<file path="src/rtl/unidade_funcional_pipe.sv">
// ---------------------------------------------------------------------------
// unidade_funcional_pipe
// Multi-cycle functional unit for a Tomasulo-style core. It accepts one
// instruction from a reservation station and computes the result over a
// latency that depends on the opcode class. The result is then offered on
// the common data bus until the CDB arbiter grants it.
//
// Optional feature macro: UF_DIV_EN
//   defined   -> opcode 0101 is an unsigned divide with latency DIV_LAT
//   undefined -> no divider is built; opcode 0101 is an illegal opcode
//
// Parameters
//   WIDTH   operand/result width
//   TAG_W   reservation-station tag width
//   ADD_LAT latency of add/sub/ld/sd and of illegal opcodes (>=1)
//   MUL_LAT latency of mul (>=1)
//   DIV_LAT latency of div (>=1), only meaningful with UF_DIV_EN
//
// Ports
//   clock        rising-edge clock
//   reset        synchronous active-high reset
//   issue_valid  an instruction is offered
//   issue_ready  unit is idle and will accept an instruction
//   issue_op     4-bit opcode
//   issue_tag    reservation-station tag
//   reg1, reg2   operands A and B
//   cdb_valid    a result is offered on the CDB
//   cdb_grant    the CDB arbiter takes the offered result
//   cdb_tag      tag of the offered result
//   cdb_data     result value
//   cdb_err      illegal opcode or divide-by-zero
//   busy         unit is executing or holding a result
//   current_op   opcode held by the unit (4'b1111 after reset)
// ---------------------------------------------------------------------------
module unidade_funcional_pipe #(
   parameter int WIDTH   = 16,
   parameter int TAG_W   = 3,
   parameter int ADD_LAT = 1,
   parameter int MUL_LAT = 3,
   parameter int DIV_LAT = 8
) (
   input  logic             clock,
   input  logic             reset,
   input  logic             issue_valid,
   output logic             issue_ready,
   input  logic [3:0]       issue_op,
   input  logic [TAG_W-1:0] issue_tag,
   input  logic [WIDTH-1:0] reg1,
   input  logic [WIDTH-1:0] reg2,
   output logic             cdb_valid,
   input  logic             cdb_grant,
   output logic [TAG_W-1:0] cdb_tag,
   output logic [WIDTH-1:0] cdb_data,
   output logic             cdb_err,
   output logic             busy,
   output logic [3:0]       current_op
);

   localparam logic [3:0] OP_ADD = 4'b0000;
   localparam logic [3:0] OP_SUB = 4'b0001;
   localparam logic [3:0] OP_LD  = 4'b0010;
   localparam logic [3:0] OP_SD  = 4'b0011;
   localparam logic [3:0] OP_MUL = 4'b0100;
`ifdef UF_DIV_EN
   localparam logic [3:0] OP_DIV = 4'b0101;
`endif

   // The counter only ever holds LAT-1, so it is sized for the longest class.
   localparam int MAX_AM  = (ADD_LAT > MUL_LAT) ? ADD_LAT : MUL_LAT;
   localparam int MAX_LAT = (MAX_AM > DIV_LAT) ? MAX_AM : DIV_LAT;
   localparam int CNT_W   = (MAX_LAT > 1) ? $clog2(MAX_LAT) : 1;

   typedef enum logic [1:0] {
      IDLE = 2'd0,
      EXEC = 2'd1,
      DONE = 2'd2
   } state_t;

   state_t             state;
   state_t             state_next;
   logic [CNT_W-1:0]   cnt;
   logic [3:0]         op_q;
   logic [TAG_W-1:0]   tag_q;
   logic [WIDTH-1:0]   a_q;
   logic [WIDTH-1:0]   b_q;
   logic [WIDTH-1:0]   res_val;
   logic               res_err;

   // Latency counter preload for the opcode being accepted. Anything that is
   // not a multiply (or an enabled divide) runs in the short add class,
   // which includes illegal opcodes.
   function automatic logic [CNT_W-1:0] lat_load(input logic [3:0] op);
      logic [CNT_W-1:0] v;
      case (op)
         OP_MUL:  v = CNT_W'(MUL_LAT - 1);
`ifdef UF_DIV_EN
         OP_DIV:  v = CNT_W'(DIV_LAT - 1);
`endif
         default: v = CNT_W'(ADD_LAT - 1);
      endcase
      return v;
   endfunction

   // Result datapath works only on the operands captured at acceptance, so
   // whatever the reservation station drives afterwards cannot leak in.
   always_comb begin
      res_val = '0;
      res_err = 1'b0;
      case (op_q)
         OP_ADD:        res_val = b_q + a_q;
         OP_SUB:        res_val = a_q - b_q;
         OP_LD, OP_SD:  res_val = a_q + b_q;
         OP_MUL:        res_val = a_q * b_q;
`ifdef UF_DIV_EN
         OP_DIV: begin
            if (b_q == '0) begin
               res_val = '1;
               res_err = 1'b1;
            end else begin
               res_val = a_q / b_q;
            end
         end
`endif
         default: begin
            res_val = '0;
            res_err = 1'b1;
         end
      endcase
   end

   // Next-state logic and the state-decoded handshake outputs. A grant seen
   // outside DONE has no effect because only the DONE arm looks at it.
   always_comb begin
      state_next  = state;
      issue_ready = 1'b0;
      cdb_valid   = 1'b0;
      busy        = 1'b1;
      case (state)
         IDLE: begin
            issue_ready = 1'b1;
            busy        = 1'b0;
            if (issue_valid) state_next = EXEC;
         end
         EXEC: begin
            if (cnt == '0) state_next = DONE;
         end
         DONE: begin
            cdb_valid = 1'b1;
            if (cdb_grant) state_next = IDLE;
         end
         default: state_next = IDLE;
      endcase
   end

   // State register plus operand capture, latency countdown and result
   // registration. The result is written only on the EXEC->DONE edge so the
   // CDB outputs stay frozen for the whole time the result waits for grant.
   always_ff @(posedge clock) begin
      if (reset) begin
         state    <= IDLE;
         cnt      <= '0;
         op_q     <= 4'b1111;
         tag_q    <= '0;
         a_q      <= '0;
         b_q      <= '0;
         cdb_data <= '0;
         cdb_tag  <= '0;
         cdb_err  <= 1'b0;
      end else begin
         state <= state_next;
         case (state)
            IDLE: begin
               if (issue_valid) begin
                  op_q  <= issue_op;
                  tag_q <= issue_tag;
                  a_q   <= reg1;
                  b_q   <= reg2;
                  cnt   <= lat_load(issue_op);
               end
            end
            EXEC: begin
               if (cnt == '0) begin
                  cdb_data <= res_val;
                  cdb_err  <= res_err;
                  cdb_tag  <= tag_q;
               end else begin
                  cnt <= cnt - 1'b1;
               end
            end
            default: ;
         endcase
      end
   end

   assign current_op = op_q;

endmodule

</file>
<file path="config.mk">
export PLATFORM = sky130hd
export DESIGN_NAME = unidade_funcional_pipe
export DESIGN_NICKNAME = d
export VERILOG_FILES = /design/src/rtl/unidade_funcional_pipe.sv
export SDC_FILE = /design/constraint.sdc
export NUM_CORES = 1
export LEC_CHECK = 0
export CAP_MARGIN = 30
export CORE_MARGIN = 4
export CORE_UTILIZATION = 55
export CTS_CLUSTER_SIZE = 20
export DETAILED_ROUTE_END_ITERATION = 8
export GPL_ROUTABILITY_DRIVEN = 1
export HOLD_SLACK_MARGIN = 0.05
export PLACE_DENSITY = 0.78
export SLEW_MARGIN = 20
export SYNTH_ARGS = -nofsm -noshare
export SYNTH_HDL_FRONTEND = slang
export SYNTH_SLANG_ARGS = --single-unit
</file>
<file path="constraint.sdc">
create_clock -name clock -period 14.4 [get_ports clock]
set_input_delay 1.44 -clock clock [delete_from_list [all_inputs] [get_ports clock]]
set_output_delay 1.44 -clock clock [all_outputs]
set_load 0.05 [all_outputs]
</file>
## Word-level counts from Yosys, hierarchy flattened

Cells that the tools add are included.

| storage, ports and cells | value |
|---|---|
| register bits | 64 |
| input port bits | 43 |
| output and inout port bits | 27 |
| logic and storage cells | 47 |

| cells by class | value |
|---|---|
| add/sub/neg operators | 3 |
| multiply operators | 1 |
| equality and inequality tests | 11 |
| mux-type cells | 13 |
| reduce and logical (&&, ||, !) cells | 10 |

Operators with widths:

| operator | number |
|---|---|
| $pmux 16 s3 | 1 |
| $add 16x16->16 | 1 |
| $mul 16x16->16 | 1 |
| $sub 16x16->16 | 1 |
| $eq 4x2->1 const B | 2 |
| $eq 4x3->1 const B | 2 |
| $mux 2 | 4 |
| $ne 2x2->1 const B | 4 |
| $mux 3 | 2 |
| $pmux 2 s3 | 1 |
| $pmux 3 s2 | 1 |
| $reduce_and 3->1 | 2 |
| $reduce_or 5->1 | 1 |
| $eq 4x1->1 const B | 1 |
| $logic_not 4->1 | 1 |
| $mux 1 | 4 |
| $reduce_and 2->1 | 2 |
| $logic_not 3->1 | 1 |
| $reduce_or 3->1 | 1 |
| $sub 3x1->3 const B | 1 |
| $eq 2x1->1 const B | 1 |
| $eq 2x2->1 const B | 1 |
| $logic_not 2->1 | 1 |
| $reduce_bool 2->1 | 1 |

## Logic depth before layout (Yosys ltp)

Gate-level depths: netlist of run 1.

| depth | value |
|---|---|
| depth in word-level cells | 4 |
| depth in mapped cells | 21 |
| gate-level depth less buffers | 20 |

## Least setup slack after synthesis of run 1

No wires, ideal clock.

| timing | value |
|---|---|
| path kind | register to register |
| from | reg b_q[1] |
| to | reg cdb_data[15] |
| library setup time | 127 ps |
| arrival | 5511 ps |
| data required time | 14273 ps |
| setup slack | 8762 ps |
| cell stages (with the launch flop) | 21 |
| path buffers | 2 |
| clock period less this slack | 5638 ps |
| cell sequence | dfxtp_1 -> clkbuf_1 -> clkbuf_1 -> and2_1 -> fa_1 -> inv_1 -> fa_1 -> inv_1 -> fa_1 -> fa_1 -> inv_1 -> fa_1 -> fa_1 -> xor2_1 -> xnor2_1 -> xnor2_1 -> xnor2_1 -> xnor3_1 -> or4_1 -> a31oi_1 -> a211oi_2 |

| between the ends | value |
|---|---|
| word-level cells in the longest chain between the ends | 2 |
| elaborated cells on any way between the ends | 4 |
| those cells by class | 2 x add/sub; 1 x mul; 1 x mux |

RTL lines:

| what | line | RTL |
|---|---|---|
| start: declaration | 85 | `logic [WIDTH-1:0] b_q;` |
| start signal: assignment | 177 | `b_q <= reg2;` |
| $mul 16x16->16 (tied with other cells) | 113 | `OP_MUL: res_val = a_q * b_q;` |
| $pmux 16 s3 (*) | 109 | `case (op_q)` |
| end signal: assignment | 183 | `cdb_data <= res_val;` |
| end: declaration | 53 | `output logic [WIDTH-1:0] cdb_data,` |

Mark *: on every way between the ends. The rest lies on a longest branch, timed or not.
A chain may end at the register's enable or synchronous reset.

## Worst setup path after layout of run 1

Ends and elaborated chain as after synthesis.

==> results.md, run 1 <==
- Dpl cell area: 8168 um^2
- Critical path class: reg2reg
- Cell area after layout: 8453 um^2
- Arr. time, crit path: 6.13 ns
- Final setup TNS: 0 ns
- Clock transition at path regs: 0.06 ns
- Total CTS buffers: 9
- Die H: 124.0 um
- WL/cell: 15.97 um
- Worst setup SP type: register
- Pint: 417.4 uW
- Hold WC Path Type: reg2reg
- Port buffer count: 69
- Period utilisation layout: 41.24%
- Utilization after layout: ~64%
- Crit path required time: 14.59 ns
- Clock H-tree levels: 3
- Post-synth EDFFs: 0
- Largest net degree at the start of global routing: 66
- CTS Hold Bufs: 0
- Net count, final: 1151
- ANT nets after route: 0
- First-pass GRT wire length: roughly 30000 um
- Most frequent cells in the layout: 159 x nand2_1, 127 x inv_1, 81 x fa_1, 68 x and2_1, 68 x clkdlybuf4s50_1
- # DRC: 0
- # IOs: 70
- Met1 WL: 7588 um
- Initial antenna violation count: 0
- Core Rows: 42
- Net switching fraction of the power: 38.48%
- Grt ovf: 0
- Final setup viols: 0
- CP max FO: 19
- Commonest non-fill, non-tap cell in the layout: nand2_1
- Gr usage total: 25.07%
- Maximum vdd ir drop: 0.00009337 V
- Postcts setup bufs: 0
- Syn_area_per_cell: 8.059 um^2
- Max cap viols: 0
- Asr flop ratio synth: 0%
- Avg Vias per Cell: 5.486
- Initial DRC Count: 306
- P&R area growth vs syn: 14.14%
- Yosys warning total: 0
- Lkg Pwr: 0.003802 uW
- Worst-case clock skew: ~0.0083 ns
- Fmax achieved: 168.4 MHz
- Share of layout cells above drive strength 1: around 3.9%
- Antenna Cells: 0
- GPL Wtd Cong: 0.9544
- Synthesized flop and latch total: 64
- Clk sinks: 64
- Tmin final: 5.938 ns
- TritonRoute pass-1 iters: 5
- Sequential power share: about 32%
- Syn Nets: 1110
- Filler Cell Count: 1134
- Main flop type after synthesis: dfxtp_1
- Yosys cell types: 52
- Initial Util: 56.15%
- Worst slew margin: around 44%
- NetSw: 261.0 uW
- Vias in the first global route: 6276
- Die area: 15390 um^2
- Clock power frac: 29.8%
- Final Power: 678.4 uW
- Mapped Area: 7406 um^2
- Post-synthesis sequential area ratio: 17.30%
- DR vias: 6260
- Met3 wire len: around 1300 um
- Core area: around 13000 um^2
- Hold Violations, Final: 0
- Cts repair resizes: 0
- CTS Buffer Depth: 2
- CTS tree: yes
- Top Metal Used: met4
- Cell count after synthesis: 919
- Logic pwr share: 38.1%
- Clk Latency, worst-skew pair: 0.33 ns
- Worst-margin pin slew: 0.8474 ns
- Post-detail-place hpwl: 13860 um
- RSZ-0062 raised after global routing: no
- Routed WL: 18220 um
- CTS root buf: clkbuf_16
- Power Dens Cells: 80.25 nW/um^2
- Status: finished, final reports clean
- CP Capture Type: register
- Chip Width: 124.0 um
- Slew Viols, Final: 0
- Met2 WL post-DR: 8813 um
-- state kept, by name, summed over array words and instances, names as in the netlist --
register    flops
cdb_tag         3
tag_q           3
a_q            16
b_q            16
cdb_data       16
cnt             3
cdb_err         1
current_op      4
state           2
-- synth_stat cells, types with 2 or more instances --
master,count,area share (%)
nand2_1,159,8.1
inv_1,127,6.4
fa_1,81,22
and2_1,68,5.7
ha_1,67,11
a21oi_1,65,4.4
dfxtp_1,64,17
nor2_1,46,2.3
xnor2_1,45,5.3
clkbuf_1,36,1.8
nor3_1,30,2.0
xor2_1,19,2.2
a221oi_1,13,1.5
buf_2,8,0.54
nand3_1,8,0.54
o21ai_0,8,0.54
a211oi_1,5,0.51
a31oi_1,5,0.42
nor2b_1,5,0.42
or3_1,5,0.42
a21o_1,4,0.41
nand2b_1,4,0.34
nor4_1,4,0.34
o21a_1,4,0.41
nand3b_1,3,0.30
o31ai_1,3,0.30
a41oi_1,2,0.24
buf_6,2,0.30
nor3_2,2,0.27
nor4b_1,2,0.24
o21bai_1,2,0.20
or2_2,2,0.17
or4_1,2,0.20
-- worst paths after layout --
kind | slack (ns) | from | end | cells past startpoint
hold reg to reg | 0.45 | tag_q[2] | cdb_tag[2] | 2
hold / removal | 0.45 | tag_q[2] | cdb_tag[2] | 2
setup / recovery | 8.46 | b_q[1] | cdb_data[15] | 17
setup reg to reg | 8.46 | b_q[1] | cdb_data[15] | 17
-- area by class of cell --
class | instances | area (um^2) | area share (%)
clock inverter | 7 | 52.55 | 0.6217
inverter | 127 | 476.7 | 5.639
multi-input combinational | 679 | 5436 | 64.31
timing repair buffer | 79 | 760.7 | 8.999
clock buffer | 9 | 225.2 | 2.664
sequential | 64 | 1281 | 15.16
tap | 176 | 220.2 | 2.605
-- stage by stage --
step / setup WS [ns] / cells / hold WS [ns]
2_1_floorplan: 8.762 / 919 / 0.4322
3_3_place_gp: 8.578 / 1123 / 0.4369
6_report: 8.462 / 1141 / 0.4499
3_5_place_dp: 8.492 / 1124 / 0.4438
5_1_grt: 8.144 / 1141 / 0.4798
4_1_cts: 8.473 / 1140 / 0.4520
-- metal layers --
metal | track usage [%] | vias to the layer above
li1 | - | 3002
met1 | 32.94 | 2987
met2 | 41.99 | 230
met3 | 4.133 | 41
met4 | 8.624 | 0
met5 | 0 | -
-- power by group through the flow --
stage	Sequential [uW]	Combinational (uW)	Clock (uW)
finish	218	258	202
floorplan	224	179	0
global placement	220	252	0
detailed placement	221	255	0
global route	220	285	212
CTS	217	258	206
-- logic make-up (layout without fill, tap and decap cells) --
| group | after synthesis | count (layout) | synth area share (%) |
|---|---|---|---|
| AO/OA/AOI/OAI | 122 | 122 | 10.34 |
| XOR/XNOR | 65 | 65 | 7.873 |
| adder cells (fa/ha/maj) | 148 | 148 | 33.22 |
| buffers and inverters | 176 | 222 | 9.377 |
| flip-flops | 64 | 64 | 17.30 |
| multiplexers | 1 | 1 | 0.1520 |
| AND/OR/NAND/NOR | 343 | 343 | 21.74 |
-- critical path, cell delays in order (launching register included) --
cell and delay, ns:
dfxtp_1 0.80, nand2_1 0.18, fa_1 0.54, fa_1 0.55
inv_1 0.05, fa_1 0.41, fa_1 0.50, inv_1 0.05
fa_1 0.49, fa_1 0.40, xor2_1 0.17, xnor2_1 0.18
xnor2_1 0.15, xnor2_1 0.14, xnor3_1 0.45, or4_1 0.42
a31oi_1 0.21, a211oi_2 0.10
Note: power is estimated with default switching activity, not from simulation.
==> inputs of run 2 (changes only) <==
--- a/config.mk
+++ b/config.mk
@@ -7,12 +7,12 @@
 export LEC_CHECK = 0
 export CAP_MARGIN = 30
 export CORE_MARGIN = 4
-export CORE_UTILIZATION = 55
+export CORE_UTILIZATION = 54
 export CTS_CLUSTER_SIZE = 20
 export DETAILED_ROUTE_END_ITERATION = 8
 export GPL_ROUTABILITY_DRIVEN = 1
 export HOLD_SLACK_MARGIN = 0.05
-export PLACE_DENSITY = 0.78
+export PLACE_DENSITY = 0.8
 export SLEW_MARGIN = 20
 export SYNTH_ARGS = -nofsm -noshare
 export SYNTH_HDL_FRONTEND = slang
==> constraint.sdc (replaced) <==
create_clock -name clock -period 4.87 [get_ports clock]
set_input_delay 0.487 -clock clock [delete_from_list [all_inputs] [get_ports clock]]
set_output_delay 0.487 -clock clock [all_outputs]
set_load 0.05 [all_outputs]
==> results.md, run 2 (synthesized netlist as in run 1, its figures left out) <==
- FF-to-FF Start: b_q[2]
- Tmin final: 5.276 ns (-0.6630 ns)
- Lkg Pwr: 0.004283 uW (+13%)
- Non-Filler Instances: 1223 (+7.2%)
- Slew Viols, Final: 0 (unchanged)
- Crit path required time: 5.06 ns (-9.53 ns)
- Grt ovf: 0 (unchanged)
- Port buffer count: 69 (unchanged)
- Final setup viols: 7 (+7)
- Initial antenna violation count: 0 (unchanged)
- Max cap viols: 0 (unchanged)
- Dpl ws: -0.6352 ns (-9.127 ns)
- Maximum vdd ir drop: 0.0002199 V (+140%)
- Vias in the first global route: 6757 (+7.7%)
- Met3 wire len: 1377 um (+8.3%)
- Met2 WL post-DR: 9759 um (+11%)
- Net count, final: 1234 (+7.2%)
- P&R area growth vs syn: 25.60%
- Cell repeated most along the worst path: fa_1
- Hold path depth: 2 (unchanged)
- Clk Latency, worst-skew pair: 0.33 ns (about the same)
- Period utilisation layout: 108.3% (+67 points)
- Worst path max stage delay: 0.53 ns (-0.27 ns)
- CP max FO: 10 (-9)
- CTS root buf: clkbuf_16
- Die area: 15650 um^2 (+1.7%)
- Biggest regs: a_q: 16 flops, b_q: 16 flops, cdb_data: 16 flops
- Hold Path Origin: tag_q[0]
- Failing checks: setup timing
- Gr usage total: 25.95% (+0.88 points)
- Initial Util: 55.48% (-0.66 points)
- Final setup TNS: -1.820 ns (-1.820 ns)
- Power Dens Cells: 232.2 nW/um^2 (+190%)
- GPL Wtd Cong: 0.9683 (+1.5%)
- Top Metal Used: met4
- Critical path class: reg2reg
- Chip Width: 125.1 um (+0.86%)
- ANT nets after route: 0 (unchanged)
- WL/cell: 16.34 um (+2.3%)
- TritonRoute pass-1 iters: 6 (+1)
- Avg Vias per Cell: 5.450 (-0.67%)
- Slack of the critical path: -0.4055 ns (-8.867 ns)
- Worst-margin pin slew: 0.9306 ns (+0.08316 ns)
- Clock transition at path regs: 0.05 ns (about the same)
- Post-detail-place hpwl: 16000 um (+15%)
- R2R Setup Slk: -0.41 ns (-8.87 ns)
- Hold Violations, Final: 0 (unchanged)
- Antenna Cells: 0 (unchanged)
- Inst Count DP: 1205 (+7.2%)
- CTS Buffer Depth: 2 (unchanged)
- Core Rows: 42 (unchanged)
- Hold WC Path Type: reg2reg
- Worst Hold End: cdb_tag[0]
- Fmax achieved: 189.6 MHz (+13%)
- Met1 WL: 8368 um (+10%)
- Share of layout cells above drive strength 1: 14.80% (+11 points)
- Clock H-tree levels: 3 (unchanged)
- CP Capture Type: register
- Arr. time, crit path: 5.46 ns (-0.67 ns)
- RSZ-0062 raised after global routing: yes
- Largest net degree at the start of global routing: 66 (unchanged)
- Clk sinks: 64 (unchanged)
- First-pass GRT wire length: 33120 um (+9.4%)
- Total CTS buffers: 9 (unchanged)
- Routed WL: 19980 um (+9.7%)
- Critical path, cell by cell: and2_1 -> fa_1 -> inv_1 -> fa_1 -> inv_1 -> fa_1 -> fa_1 -> inv_1 -> fa_1 -> fa_2 -> xor2_1 -> xnor2_1 -> xnor2_1 -> xnor2_1 -> xnor3_1 -> or4_1 -> a31oi_1 -> a211oi_2
- Status: finished with violations
- Worst setup SP type: register
- Initial DRC Count: 398 (+30%)
- Commonest non-fill, non-tap cell in the layout: nand2_1
- # IOs: 70 (unchanged)
- Die H: 125.1 um (+0.86%)
- Worst R2R End: cdb_data[15]
- DR vias: 6665 (+6.5%)
- Worst-case clock skew: 0.005801 ns (-0.002545 ns)
- # DRC: 0 (unchanged)
- Most frequent cells in the layout: 159 x nand2_1, 126 x inv_1, 90 x buf_4, 77 x fa_1, 68 x clkdlybuf4s50_1
- R2R cell count: 18 (+1)
- Slowest CP cell: fa_1
- Core area: 13350 um^2 (+1.2%)
- Worst slew margin: 37.96% (-5.5 points)
- CTS tree: yes
## run 2: through the flow
stage / total power, uW / instance area [um^2] / hold slack (ns) / util [%]
floorplan: 1211 / 7550 / 0.4322 / -
global placement: 1487 / 8885 / 0.4390 / 66.56
detailed placement: 1504 / 8885 / 0.4489 / 66.56
CTS: 2157 / 9259 / 0.4553 / 69.37
global route: 2281 / 9301 / 0.4682 / 69.69
finish: 2159 / 9301 / 0.4519 / 69.69
## run 2: worst max-delay path by stage
stage | cells past startpoint | end | from
floorplan | 20 | cdb_data[15] | b_q[1]
global placement | 17 | cdb_data[15] | a_q[7]
detailed placement | 17 | cdb_data[15] | a_q[7]
CTS | 18 | cdb_data[15] | b_q[4]
global route | 20 | cdb_data[13] | b_q[5]
finish | 18 | cdb_data[15] | b_q[2]
## run 2: power by group
part           switching, uW  leakage [uW]  internal (uW)
Clock                    229      0.000145            420
Sequential              50.9      0.000535            565
Combinational            505       0.00360            390
Total                    784       0.00428           1380
## run 2: repair_timing
item / in CTS / in global routing
buffers inserted: 2 / 1
hold buffers: 0 / 0
endpoints found under the setup margin: 7 / 7
resized for setup: 27 / 8
pin swaps: 11 / 6
## run 2: cell type report
class	instances	area (um^2)
Fill cell	1048	4046
Multi-Input combinational cell	679	5565
Tap cell	176	220.2
Clock buffer	12	256.5
Sequential cell	64	1328
Timing Repair Buffer	162	1413
Clock inverter	3	42.54
Inverter	127	476.7
## run 2: critical path: cells and delay by family, from the launching register on
kind / cells / cell delay, ns
xor+xnor: 5 / 0.92
simple gates: 2 / 0.59
buf+inv: 3 / 0.16
compound gates: 2 / 0.31
flops: 1 / 0.38
fa+ha+maj: 6 / 2.78
## run 2: metal layers
| metal | global-route usage, % | vias up |
|---|---|---|
| li1 | - | 3168 |
| met1 | 33.73 | 3217 |
| met2 | 44.29 | 236 |
| met3 | 4.819 | 44 |
| met4 | 7.589 | 0 |
| met5 | 0 | - |
